[config.mk]
export PLATFORM = sky130hd
export DESIGN_NAME = mix_columns_seq
export DESIGN_NICKNAME = d
export VERILOG_FILES = /design/src/rtl/mix_columns_seq.sv
export SDC_FILE = /design/constraint.sdc
export NUM_CORES = 1
export LEC_CHECK = 0
export CAP_MARGIN = 20
export CORE_AREA = 8 8 192 194
export CTS_BUF_LIST = sky130_fd_sc_hd__clkbuf_4 sky130_fd_sc_hd__clkbuf_8
export DETAILED_ROUTE_END_ITERATION = 10
export DIE_AREA = 0 0 200 202
export DONT_BUFFER_PORTS = 1
export PLACE_DENSITY = 0.47
export SYNTH_ARGS = -nofsm -noshare
export SYNTH_HDL_FRONTEND = slang
export SYNTH_SLANG_ARGS = --single-unit
[constraint.sdc]
create_clock -name clk -period 7.6 [get_ports clk]
set_clock_uncertainty 0.2 [all_clocks]
set_input_delay 1.14 -clock clk [delete_from_list [all_inputs] [get_ports clk]]
set_output_delay 1.14 -clock clk [all_outputs]
set_load 0.005 [all_outputs]
[src/rtl/mix_columns_seq.sv]
// Forward AES MixColumns on a 128-bit state, COLS_PER_CYCLE columns per BUSY cycle.
// Valid/ready on both sides; all outputs come straight from flops.
module mix_columns_seq #(
    parameter int COLS_PER_CYCLE = 1
) (
    input  logic         clk,
    input  logic         rst_n,
    input  logic [127:0] in_state,
    input  logic         in_valid,
    output logic         in_ready,
    output logic [127:0] out_state,
    output logic         out_valid,
    input  logic         out_ready,
    output logic         busy
);

    // Handshake: a transfer happens on a rising edge where valid && ready; the
    // source holds data and valid until then, and ready never depends on valid.

    generate
        if (!(COLS_PER_CYCLE == 1 || COLS_PER_CYCLE == 2 || COLS_PER_CYCLE == 4)) begin : g_bad_cfg
            $error("mix_columns_seq: COLS_PER_CYCLE must be 1, 2 or 4");
        end
    endgenerate

    localparam logic [1:0] CNT_STEP = 2'(COLS_PER_CYCLE % 4);
    localparam logic [1:0] CNT_LAST = 2'(4 - COLS_PER_CYCLE);

    typedef enum logic [1:0] {
        IDLE = 2'd0,
        BUSY = 2'd1,
        DONE = 2'd2
    } state_e;

    state_e       state_q, state_d;
    logic [1:0]   cnt_q, cnt_d;
    logic [127:0] src_q, src_d;
    logic [127:0] res_q, res_d;
    logic         out_valid_q, out_valid_d;
    logic         busy_q, busy_d;
    logic         in_ready_q, in_ready_d;

    function automatic logic [7:0] xt(input logic [7:0] a);
        return {a[6:0], 1'b0} ^ (a[7] ? 8'h1B : 8'h00);
    endfunction

    function automatic logic [7:0] m3(input logic [7:0] a);
        return xt(a) ^ a;
    endfunction

    // Column bits [31:24] hold row 0.
    function automatic logic [31:0] mix_col(input logic [31:0] col);
        logic [7:0] a0, a1, a2, a3;
        a0 = col[31:24];
        a1 = col[23:16];
        a2 = col[15:8];
        a3 = col[7:0];
        return {xt(a0) ^ m3(a1) ^ a2     ^ a3,
                a0     ^ xt(a1) ^ m3(a2) ^ a3,
                a0     ^ a1     ^ xt(a2) ^ m3(a3),
                m3(a0) ^ a1     ^ a2     ^ xt(a3)};
    endfunction

    always_comb begin
        state_d = state_q;
        cnt_d   = cnt_q;
        src_d   = src_q;
        res_d   = res_q;
        case (state_q)
            IDLE: begin
                if (in_valid) begin
                    src_d   = in_state;
                    res_d   = '0;
                    cnt_d   = 2'd0;
                    state_d = BUSY;
                end
            end
            BUSY: begin
                // cnt_q is always a multiple of COLS_PER_CYCLE, so cnt_q+i stays within 0..3.
                for (int i = 0; i < COLS_PER_CYCLE; i++) begin
                    res_d[127 - 32*(int'(cnt_q) + i) -: 32] =
                        mix_col(src_q[127 - 32*(int'(cnt_q) + i) -: 32]);
                end
                cnt_d = cnt_q + CNT_STEP;
                if (cnt_q == CNT_LAST) begin
                    state_d = DONE;
                end
            end
            DONE: begin
                if (out_ready) begin
                    state_d = IDLE;
                end
            end
            default: state_d = IDLE;
        endcase
        in_ready_d  = (state_d == IDLE);
        busy_d      = (state_d != IDLE);
        out_valid_d = (state_d == DONE);
    end

    always_ff @(posedge clk or negedge rst_n) begin
        if (!rst_n) begin
            state_q     <= IDLE;
            cnt_q       <= 2'd0;
            src_q       <= '0;
            res_q       <= '0;
            out_valid_q <= 1'b0;
            busy_q      <= 1'b0;
            in_ready_q  <= 1'b1;
        end else begin
            state_q     <= state_d;
            cnt_q       <= cnt_d;
            src_q       <= src_d;
            res_q       <= res_d;
            out_valid_q <= out_valid_d;
            busy_q      <= busy_d;
            in_ready_q  <= in_ready_d;
        end
    end

    assign in_ready  = in_ready_q;
    assign out_state = res_q;
    assign out_valid = out_valid_q;
    assign busy      = busy_q;

endmodule
==> out/summary.txt <==
CLOCK TREE
-----------------------------------------------------------------------------------------------
Clock input transition at the sequential cells of the worst setup and hold paths        0.06 ns
Resize count post-CTS                                                                         0
Count of hold buffers inserted by post-cts repair                                             4
Number of buffers created by CTS                                                             45
Clock insertion delay at the later pin of the skew report                               0.60 ns
Clock tree from TritonCTS                                                                  done
Root buf cell                                                                          clkbuf_8
Clock H-tree levels                                                                           2
Maximum number of buffers from clock root to sink                                             3
Setup fix buffers added after clock tree synthesis                                            0
Number of sinks handled by clock tree synthesis                                             263

GLOBAL ROUTING
-----------------------------------------------------------------------------------------------
Maximum number of pins on one net before global-route repair                                143
Antenna violations before repair                                                             22
Global route total overflow                                                                   0
Global-route wire length before repair                                                 49480 um
Via count of the first global-routing pass                                                 6992
Global router's overall resource usage                                                   0.1679

DIE
-----------------------------------------------------------------------------------------------
IO Pins                                                                                     263
Overall die height                                                                       202 um
Horiz. Die Dim                                                                           200 um
# rows                                                                                       68
Floorplan Core Area                                                                0.03395 mm^2
Die Outline Area                                                                   0.04040 mm^2
Starting density of the core                                                             0.3445

SYNTH
-----------------------------------------------------------------------------------------------
Compound-cell area share of the yosys netlist                                            0.1009
Largest area contributor in the synthesized netlist                                     dfrtp_1
Main area contributors after synthesis                                             dfrtp_1 (56%), mux2_2 (12%), a22o_1 (9.7%)
Post-synth EDFFs                                                                              0
Top flip-flop cell by instance count after synthesis                                    dfrtp_1
Commonest cells in the netlist                                                     dfrtp_1 (262), a22o_1 (129), mux2_2 (128)
Synthesized netlist net count                                                               846
Sequential share of the synthesized area                                                 0.5629
Post-Synthesis Cell Area                                                           0.01169 mm^2
Multiplexer share of the synthesized area                                                0.1849
Unique cell type count in the Yosys netlist                                                  29
Simple logic cell fraction of the synthesized area                                     0.008024
Average instance area after synthesis                                                16.47 um^2
Synth Instances                                                                             710
Library cell with the highest instance count after synthesis                            dfrtp_1
Area share of xor/xnor cells in the synthesized design                                   0.1171
Number of warnings printed during yosys synthesis                                             0
Dominant combinational cell family by area after synthesis                         multiplexers
Share of flip-flops with an asynchronous set or reset                                     1.000
FF+latch count, synth                                                                       263
Area share of fa/ha/maj cells after synthesis                                          0.004279
Top cell type's share of synthesized area                                                0.5606

FINAL LAYOUT
-----------------------------------------------------------------------------------------------
Final #Nets                                                                                 859
Share of cells above drive strength 1                                                    0.3582
Filler Cell Count                                                                          3085
Area added between synthesis and finish                                                  12.99%

STA
-----------------------------------------------------------------------------------------------
Final number of max-transition violations                                                     0
Actual transition at the worst max-transition pin                                     0.7622 ns
Tcrit/Tclk final                                                                         0.4446
Top achievable clock speed                                                            295.9 MHz
Crit path time final                                                                   3.379 ns
Total Negative Setup Slacks                                                                0 ns
Final setup violation count                                                                   0
Hold violation count in the final report                                                      0
Setup repair after global routing missed its margin                                          no
Rel. slew slack                                                                          0.4919

ROUTING
-----------------------------------------------------------------------------------------------
Avg WL per Cell                                                                        27.83 um
Drt initial violations                                                                      341
Antenna Violating Nets Remaining                                                              0
Mean number of vias per cell                                                              5.282
Remaining routing DRC violations                                                              0
Number of iterations in the first detailed-routing pass                                       5
Routed wire length                                                                     33870 um
Routed vias                                                                                6428

SETUP PATH
-----------------------------------------------------------------------------------------------
Critical path data required time                                                        7.86 ns
CP Depth                                                                                      5
Chain of cells forming the critical path                                           buf_4 -> mux4_2 -> xor2_2 -> xor3_1 -> a22o_1
Startpoint types                                                                      flip-flop
Worst R2R Path Depth                                                                          5
Critical path's largest stage delay                                                     0.78 ns
Worst-path fanout max                                                                        33
Setup CP Type                                                                           reg2reg
Number of buffer and inverter stages on the critical path                                     1
Cell with the biggest individual delay on the critical path                              mux4_2
Sort of element at the end of the critical path                                       flip-flop
Cell family contributing the most delay on the critical path                       XOR/XNOR gates
Arrival @ worst endpoint                                                                3.64 ns

MIN PATH
-----------------------------------------------------------------------------------------------
Worst min-delay path category                                                          in2async

FLOW RUN
-----------------------------------------------------------------------------------------------
Count of maximum capacitance violations                                                       0

STATUS
-----------------------------------------------------------------------------------------------
Result of the run                                                                  finished, final reports clean

PLACE
-----------------------------------------------------------------------------------------------
Count of buffers from port buffering                                                          0
GPL Wtd Cong                                                                             0.7497
Detail Placement HPWL                                                                  24120 um

-- path summary, 6_finish.rpt --
kind | slack, ns | endpoint | start
min reg2reg | 0.30 | src_q[22] | src_q[22]
max | 4.22 | out_state[1] | cnt_q[0]
min | 0.07 | out_state[110] | rst_n
min in group clk | 0.30 | src_q[22] | src_q[22]
max reg2reg | 4.22 | out_state[1] | cnt_q[0]
max in group asynchronous | 6.03 | src_q[101] | rst_n
-- kinds of logic (layout without fill, tap and decap cells) --
kind of cell	after synthesis	count (layout)
mux	160	160
fa+ha+maj	4	4
simple gates	20	20
buf+inv	55	96
compound gates	136	136
other cells	0	11
xor+xnor	72	72
flops	263	263
-- stage by stage --
stage | setup slack (ns) | instance area [um^2] | hold slack (ns) | cells | util
after floorplan | 4.859 | 11700 | 0.2752 | 710 | -
after global placement | 3.742 | 12130 | 0.2848 | 1125 | 0.3572
after detailed placement | 3.612 | 12130 | 0.2912 | 1125 | 0.3572
after CTS | 4.142 | 13140 | 0.004915 | 1204 | 0.3870
after global routing | 4.035 | 13210 | 0.01644 | 1214 | 0.3890
final | 4.221 | 13210 | 0.06619 | 1217 | 0.3892
-- cell type report --
type	count	area (um^2)	share of cell area
Multi-Input combinational cell	392	4873	0.3688
Inverter	4	15.01	0.001136
Timing Repair Buffer	17	187.7	0.01420
Tap cell	455	569.3	0.04308
Sequential cell	263	6585	0.4983
Antenna cell	11	27.53	0.002083
Clock buffer	68	860.8	0.06515
Clock inverter	7	95.09	0.007196
-- flip-flops by register name, indices dropped and copies added, names as in the netlist --
register	count
src_q	128
cnt_q	2
in_ready	1
out_state	128
state_q	2
busy	1
out_valid	1
-- layout by cell type (no fill, tap or decap), types with 3 or more instances in the layout --
cell | synthesis | layout
nand2_1 | 10 | 10
diode_2 | 0 | 11
xor3_1 | 5 | 5
mux2_2 | 128 | 128
a21o_1 | 5 | 5
ha_1 | 4 | 4
dfrtp_1 | 262 | 260
xnor3_1 | 39 | 39
mux4_2 | 32 | 32
a22o_1 | 129 | 129
xnor2_1 | 6 | 6
dlygate4sd3_1 | 0 | 3
inv_1 | 4 | 4
xnor2_2 | 8 | 8
clkbuf_4 | 0 | 12
buf_4 | 0 | 11
xor2_1 | 8 | 8
xor2_2 | 4 | 4
clkbuf_8 | 0 | 56
clkinv_2 | 0 | 3
-- per-layer routing --
metal	wire (um)	track usage
met5	160	0
met1	12760	0.1973
met2	16310	0.2679
met4	752	0.05572
met3	3895	0.07784
Power is left out: the tool's default activity adds up to more than one toggle a clock period on the data nets, which glitch-free logic cannot reach.
